`config.mk`:
```
export PLATFORM = sky130hd
export DESIGN_NAME = alu_mul_sched
export DESIGN_NICKNAME = d
export VERILOG_FILES = /design/src/rtl/alu_mul_sched.sv
export SDC_FILE = /design/constraint.sdc
export NUM_CORES = 1
export LEC_CHECK = 0
export ABC_CLOCK_PERIOD_IN_PS = 3300
export CAP_MARGIN = 30
export CORE_AREA = 2 2 235 237
export DETAILED_ROUTE_END_ITERATION = 12
export DIE_AREA = 0 0 237 239
export HOLD_SLACK_MARGIN = 0.05
export PLACE_DENSITY = 0.55
export SLEW_MARGIN = 20
export SYNTH_ARGS = -nofsm -noshare
export SYNTH_HDL_FRONTEND = slang
export SYNTH_SLANG_ARGS = --single-unit
```
`constraint.sdc`:
```
create_clock -name clk -period 3.3 [get_ports clk]
set_clock_uncertainty 0.15 [all_clocks]
set_input_delay 0.66 -clock clk [delete_from_list [all_inputs] [get_ports clk]]
set_output_delay 0.66 -clock clk [all_outputs]
set_load 0.01 [all_outputs]
```
`src/rtl/alu_mul_sched.sv`:
```
// alu_mul_sched: shares the single-cycle ALU between the datapath and an
// iterative shift-and-add multiplier (low word of the product).
// While idle or finishing, the ALU path is a transparent pass-through. While a
// multiply runs, the block issues one ADD per cycle and stalls the datapath.
//
// state | meaning
// IDLE  | pass-through, ready to accept mul_start
// RUN   | multiplier owns the ALU, one partial-product add per cycle
// DONE  | one-cycle completion pulse, pass-through restored

`ifndef WORDSIZE
`define WORDSIZE 64
`endif
`ifndef SHAMTSIZE
`define SHAMTSIZE 6
`endif
`ifndef ALUOPSIZE
`define ALUOPSIZE 4
`endif
`ifndef FLAGSIZE
`define FLAGSIZE 4
`endif
// aluop[3] = invert B, aluop[2] = shift enable, aluop[1:0] = function (00 = add)
`ifndef ALUOP_ADD
`define ALUOP_ADD 4'b0000
`endif

module alu_mul_sched #(
  parameter bit EARLY_EXIT = 1'b1,
  parameter int CNTW       = 7
) (
  input  logic                  clk,
  input  logic                  rst_n,
  input  logic [`WORDSIZE-1:0]  dp_a,
  input  logic [`WORDSIZE-1:0]  dp_b,
  input  logic [`SHAMTSIZE-1:0] dp_shamt,
  input  logic [`ALUOPSIZE-1:0] dp_aluop,
  output logic [`WORDSIZE-1:0]  dp_res,
  output logic [`FLAGSIZE-1:0]  dp_flags,
  output logic                  dp_flags_we,
  output logic                  stall,
  output logic [`WORDSIZE-1:0]  alu_a,
  output logic [`WORDSIZE-1:0]  alu_b,
  output logic [`SHAMTSIZE-1:0] alu_shamt,
  output logic [`ALUOPSIZE-1:0] alu_aluop,
  input  logic [`WORDSIZE-1:0]  alu_res,
  input  logic [`FLAGSIZE-1:0]  alu_flags,
  input  logic                  mul_start,
  input  logic [`WORDSIZE-1:0]  mul_a,
  input  logic [`WORDSIZE-1:0]  mul_b,
  input  logic                  mul_abort,
  output logic                  mul_ready,
  output logic                  mul_done,
  output logic [`WORDSIZE-1:0]  mul_res
);

  typedef enum logic [1:0] {
    IDLE = 2'd0,
    RUN  = 2'd1,
    DONE = 2'd2
  } state_t;

  state_t               state_q;
  logic [`WORDSIZE-1:0] acc_q, acc_d;
  logic [`WORDSIZE-1:0] mcand_q, mcand_d;
  logic [`WORDSIZE-1:0] mplier_q, mplier_d;
  logic [CNTW-1:0]      cnt_q, cnt_d;
  logic [`WORDSIZE-1:0] mul_res_q;
  logic                 mul_done_q;
  logic                 mul_ready_q;
  logic                 run;
  logic                 last_iter;

  // ALU ownership mux and datapath return path, decoded from state
  always_comb begin
    run = (state_q == RUN);
    if (run) begin
      alu_a       = acc_q;
      alu_b       = mplier_q[0] ? mcand_q : '0;
      alu_shamt   = '0;
      alu_aluop   = `ALUOP_ADD;
      dp_res      = '0;
      dp_flags    = alu_flags;
      dp_flags_we = 1'b0;
      stall       = 1'b1;
    end else begin
      alu_a       = dp_a;
      alu_b       = dp_b;
      alu_shamt   = dp_shamt;
      alu_aluop   = dp_aluop;
      dp_res      = alu_res;
      dp_flags    = alu_flags;
      dp_flags_we = 1'b1;
      stall       = 1'b0;
    end
  end

  // Next values of the iteration registers; ALU carry-out is simply dropped
  always_comb begin
    acc_d     = alu_res;
    mcand_d   = mcand_q << 1;
    mplier_d  = mplier_q >> 1;
    cnt_d     = cnt_q + CNTW'(1);
    last_iter = (EARLY_EXIT && (mplier_d == '0)) ||
                (cnt_q == CNTW'(`WORDSIZE - 1));
  end

  // Scheduler FSM with registered handshake outputs
  always_ff @(posedge clk or negedge rst_n) begin
    if (!rst_n) begin
      state_q     <= IDLE;
      acc_q       <= '0;
      mcand_q     <= '0;
      mplier_q    <= '0;
      cnt_q       <= '0;
      mul_res_q   <= '0;
      mul_done_q  <= 1'b0;
      mul_ready_q <= 1'b1;
    end else begin
      mul_done_q <= 1'b0;
      case (state_q)
        IDLE: begin
          if (mul_start && !mul_abort) begin
            acc_q       <= '0;
            mcand_q     <= mul_a;
            mplier_q    <= mul_b;
            cnt_q       <= '0;
            mul_ready_q <= 1'b0;
            state_q     <= RUN;
          end
        end
        RUN: begin
          if (mul_abort) begin
            mul_ready_q <= 1'b1;
            state_q     <= IDLE;
          end else begin
            acc_q    <= acc_d;
            mcand_q  <= mcand_d;
            mplier_q <= mplier_d;
            cnt_q    <= cnt_d;
            if (last_iter) begin
              mul_res_q  <= acc_d;
              mul_done_q <= 1'b1;
              state_q    <= DONE;
            end
          end
        end
        DONE: begin
          mul_ready_q <= 1'b1;
          state_q     <= IDLE;
        end
        default: begin
          mul_ready_q <= 1'b1;
          state_q     <= IDLE;
        end
      endcase
    end
  end

  assign mul_ready = mul_ready_q;
  assign mul_done  = mul_done_q;
  assign mul_res   = mul_res_q;

endmodule

```
==> impl_metrics.yaml, run 1 <==
worst_setup_path:
  path_class: "flop to primary output"
  crit_end: "dp_res[41]"
  crit_path_end_kind: "primary output"
  cp_slowest_stage_delay_ns: 0.55
  slowest_stage: "clkdlybuf4s50_1"
  rr_startpoint: "mplier_q[38]"
  crit_fanout: 59
  regToRegSetupSlack_ns: 0.67
  critPathTopFamily: "buffers and inverters"
  startpoint: "state_q[1]"
  reg2reg_depth: 6
  crit_buf_inv: 3
  cp.arrival_ns: 2.37
  cp-start-kind: "flop"
  worstSetupPathDepth: 5
  path_cells: "nand2b_4 -> buf_4 -> clkbuf_16 -> and2_1 -> clkdlybuf4s50_1"
  r2r_end: "mul_res[27]"
  required_ns: 2.49
drt:
  drt_iter0_markers: 1144
  drc: 0
  wl_um: 59560
  via_count: 15340
  avgViaCountPerCell: 5.050
  dr.pass1.iters: 5
  final_antenna_net_count: 0
  route.detailed.wl_per_inst_um: 19.61
final_layout:
  area_growth_pct: 53.72
  fillCellCount: 5362
  fin_nets: 2646
  layout-drive-gt1-share: 0.07593
  final_cells: 3037
  fin_util: 0.4174
synthesis:
  synth_edf_count: 0
  synth-main-ff-cell: "dfrtp_1"
  async_flop_share: 1.000
  synth_fp_nets: 2133
  synth_cell_types: 33
  netlist_instances: 1794
  syn_avg_cell_area_um2: 8.224
  netlist_top_cells_count: "nand2_1 (582), dfrtp_1 (266), nand3_1 (130)"
  ys_warn_count: 0
  seq_area_frac_synth: 0.4529
  synth_top_cell_by_area: "dfrtp_1"
  synth_area_leaders: "dfrtp_1 (45%), nand2_1 (15%), o211ai_2 (5.1%)"
  yosysMostFrequentCell: "nand2_1"
  netlist_area_um2: 14750
  synth_top_area_share: 0.4512
  synth_seq_cells: 267
global_routing:
  gr-usage-all-layers: 0.2017
  grt_antenna_before_repair: 4
  grt_pass1_vias: 15040
  grt_max_degree: 143
  grt_pass1_wl_um: 90540
  grt-ovfl-total: 0
timing:
  relSlewSlack: 0.5250
  max_clock_freq_mhz: 314.4
  period_share: 0.9637
  setup_viol: 0
  hold_ws_ns: 0.3488
  rsz0062_at_grt: "false"
  maxSlewViolCount: 0
  finalHoldViolCount: 0
  setup_tns_ns: 0
  period_needed_ns: 3.180
  max_slew.worst_pin.slew_ns: 0.7126
clocking:
  cts_tree: "done"
  clock_sinks: 267
  clk_latency_ns: 0.54
  cts.path.max_buffers: 3
  numCtsBuffers: 34
  htree_levels: 2
  clk_pin_slew_worst_paths_ns: 0.06
  clock_tree.root_cell: "clkbuf_16"
die:
  dieArea_um2: 56640
  initial_core_util: 0.2715
  fp.dieH_um: 239
  pin_count: 612
  core_um2: 54340
  die_x_um: 237
  rows: 86
place:
  finalWeightedCongestion: 0.8343
  dp_cells: 2966
  hpwl_um: 41380
  portBuffers: 603
power:
  leakage_nw: 9.941
  p_total_mw: 10.94
  cellPowerDensity_nw_per_um2: 482.2
  vdd.ir_drop.worst_uv: 282.0
flow_run:
  maxCapViolCount: 0
worst_hold_path:
  worstHoldPathType: "flop to flop"
status:
  outcome: "complete, no violations"
==> worst min-delay path by stage <==
stage	startpoint	to	cells past startpoint
after floorplan	rst_n	acc_q[0]	0
after global placement	acc_q[36]	acc_q[36]	1
after detailed placement	acc_q[16]	acc_q[16]	1
after CTS	acc_q[40]	acc_q[40]	1
after global routing	acc_q[50]	acc_q[50]	1
final	acc_q[40]	acc_q[40]	1
==> report_power, final <==
part | internal [mW] | leakage [nW] | switching, mW
registers | 3.84 | 3.05 | 0.493
clock network | 2.13 | 0.525 | 1.51
logic | 1.52 | 6.37 | 1.44
==> state kept, by name (all words and copies together), names as in the netlist <==
name / cells
acc_q: 64
cnt_q: 7
mcand_q: 64
mplier_q: 64
mul_done: 1
mul_ready: 1
mul_res: 64
state_q: 2
==> through the flow <==
stage	worst slack, ns	cell area (um^2)
finish	0.1197	22680
global route	0.005370	22680
CTS	0.03496	22580
detailed placement	0.5012	21450
global placement	0.5133	21450
floorplan	0.9534	14750
==> cells in the final DEF, fill, tap and decap left out, types with 7 or more instances in the layout <==
cell	synthesis	layout
nand2_1	582	582
and2_1	74	74
nor4_1	15	15
buf_12	0	18
nor2_1	70	69
clkbuf_16	0	36
a21oi_1	68	68
dfrtp_1	266	265
and3_1	64	64
clkdlybuf4s50_1	0	602
a22oi_1	62	62
o211ai_2	60	60
clkbuf_1	95	7
buf_4	10	25
a22o_1	66	66
a31oi_1	64	64
nand4_1	68	68
nand3_1	130	130
==> area by class of cell <==
class                           count  area [um^2]  share of cell area
Tap cell                          704        880.8             0.03884
Antenna cell                        2        5.005           0.0002207
Inverter                            1        16.27           0.0007172
Timing Repair Buffer              652         6731              0.2968
Sequential cell                   267         6684              0.2947
Clock buffer                       47        959.7             0.04231
Multi-Input combinational cell   1351         7283              0.3211
Clock inverter                     13        120.1            0.005296
==> metal layers <==
metal  share of wire  GRT usage  routed length [um]
met2            0.49     0.3429               28970
met4           0.018    0.04987                1047
met1            0.43     0.2590               25350
met3           0.070    0.04596                4169
met5         0.00044          0                  26
==> logic make-up (layout without fill, tap and decap cells) <==
group | Yosys count | count (layout) | share of synthesized area
DFF | 267 | 267 | 0.4529
adders and majority gates | 1 | 1 | 0.0008479
and+or+nand+nor | 1018 | 1018 | 0.3105
AOI/OAI and AO/OA | 328 | 328 | 0.1756
other | 0 | 2 | 0
xor gates and xnor gates | 4 | 4 | 0.002375
buffers and inverters | 176 | 713 | 0.05767
==> repair_timing <==
| action | in CTS | in global routing |
|---|---|---|
| setup buffers | 4 | 2 |
| endpoints found under the setup margin | 41 | 14 |
| hold buffers | 1 | 0 |
| cloned | 0 | 2 |
| endpoints found under the hold margin | 71 | 0 |
| gates resized for setup | 2 | 3 |
Power figures use the tool's default switching activity.
==> run 2: changes to the inputs <==
Settings changed: SETUP_SLACK_MARGIN from default to 0.3, SKIP_CTS_REPAIR_TIMING from default to 1, SLEW_MARGIN 20 to default.
==> impl_metrics.yaml, run 2 (synthesized netlist as in run 1, its figures left out) <==
place:
  dpl_cell_area_um2: 21450
  finalWeightedCongestion: 0.8343
  portBuffers: 603
  dp_slack_ns: 0.5012
  dp_cells: 2966
  hpwl_um: 41380
final_layout:
  fin_area_um2: 23090
  final_cells: 3056
  mostFrequentLayoutCell: "nand2_1"
  layout-drive-gt1-share: 0.08305
  area_growth_pct: 56.50
  fin_util: 0.4249
  final_cell_mix: "nand2_1 (582), clkdlybuf4s50_1 (580), dfrtp_1 (264), nand3_1 (130), and2_1 (74)"
  fin_nets: 2663
drt:
  dr.pass1.iters: 5
  route.detailed.wl_per_inst_um: 20.57
  drt_iter0_markers: 1136
  wl_um: 62870
  avgViaCountPerCell: 5.119
  final_antenna_net_count: 0
  via_count: 15650
  drc: 0
global_routing:
  grt_pass1_wl_um: 90410
  grt_pass1_vias: 15030
  grt_max_degree: 143
  gr-usage-all-layers: 0.2014
  grt_antenna_before_repair: 5
  grt-ovfl-total: 0
timing:
  relSlewSlack: 0.5243
  period_share: 0.9441
  maxSlewViolCount: 0
  max_slew.worst_pin.slew_ns: 0.7136
  finalWorstSetupSlack_ns: 0.1843
  setup_viol: 0
  max_clock_freq_mhz: 321.0
  period_needed_ns: 3.116
  finalHoldViolCount: 0
  rsz0062_at_grt: "true"
die:
  fp.dieH_um: 239
  pin_count: 612
  initial_core_util: 0.2715
  dieArea_um2: 56640
  core_um2: 54340
  rows: 86
  die_x_um: 237
worst_setup_path:
  regToRegSetupSlack_ns: 0.67
  path_class: "flop to primary output"
  rr_startpoint: "mplier_q[38]"
  required_ns: 2.49
  crit_path_end_kind: "primary output"
  cp-start-kind: "flop"
  cp.arrival_ns: 2.31
  reg2reg_depth: 6
  r2r_end: "mul_res[27]"
  crit_fanout: 15
clocking:
  htree_levels: 2
  cts.path.max_buffers: 3
  cts_tree: "done"
  clock_sinks: 267
  clk_pin_slew_worst_paths_ns: 0.06
  numCtsBuffers: 34
  clock_tree.root_cell: "clkbuf_16"
  clk_latency_ns: 0.54
flow_run:
  maxCapViolCount: 0
worst_hold_path:
  worstHoldPathType: "flop to flop"
  hold_start: "acc_q[40]"
  hold_end: "acc_q[40]"
  min_delay_path_depth: 1
power:
  p_total_mw: 11.10
  leakage_nw: 10.37
  cellPowerDensity_nw_per_um2: 480.6
  vdd.ir_drop.worst_uv: 279.4
status:
  outcome: "complete, no violations"
-- run 2: how the worst max path moves through the flow --
stage          slack (ns)    endpoint  depth (start not counted)        from
6_report             0.18  dp_res[63]                          5  state_q[0]
5_1_grt              0.11   alu_a[61]                          6  state_q[0]
4_1_cts             -0.07   alu_a[23]                          7  state_q[1]
3_5_place_dp         0.50   acc_q[58]                          7   mul_abort
3_3_place_gp         0.51   acc_q[51]                          7   mul_abort
2_1_floorplan        0.95   alu_a[54]                          7  state_q[1]
-- run 2: area by class of cell --
cell class | instances | area (um^2)
antenna | 4 | 10.01
clock buffer | 47 | 959.7
clock inverter | 13 | 120.1
fill | 5338 | 31250
inverter | 1 | 16.27
multi-input combinational | 1351 | 7283
sequential | 267 | 6685
tap | 704 | 880.8
timing repair buffer | 668 | 7126
timing repair inverter | 1 | 8.758
-- run 2: where the power goes --
group          switching, mW  internal, mW  leakage, nW
Clock                   1.52          2.13        0.525
Sequential             0.495          3.84         3.05
Combinational           1.52          1.60         6.79
Total                   3.53          7.56         10.4
-- run 2: through the flow --
step / hold slack [ns] / TNS (ns)
3_3_place_gp: 0.3340 / 0
6_report: 0.3494 / 0
2_1_floorplan: 0.2144 / 0
5_1_grt: 0.3625 / 0
4_1_cts: -0.01796 / -1.408
3_5_place_dp: 0.3331 / 0
-- run 2: per-layer routing --
metal / routed length [um] / share of wire / global-route usage / vias to the layer above
met5: 26 / 0.00041 / 0 / -
met4: 1238 / 0.020 / 0.05274 / 4
met3: 4120 / 0.066 / 0.04596 / 67
met2: 30770 / 0.49 / 0.3406 / 544
met1: 26720 / 0.42 / 0.2590 / 7719
li1: - / - / - / 7311
-- run 2: worst max-delay path, stage by stage (launching register included) --
cell             delay, ns
dfrtp_2               0.44
nand2b_4              0.17
buf_12                0.20
clkbuf_16             0.21
and2_1                0.16
clkdlybuf4s50_1       0.55
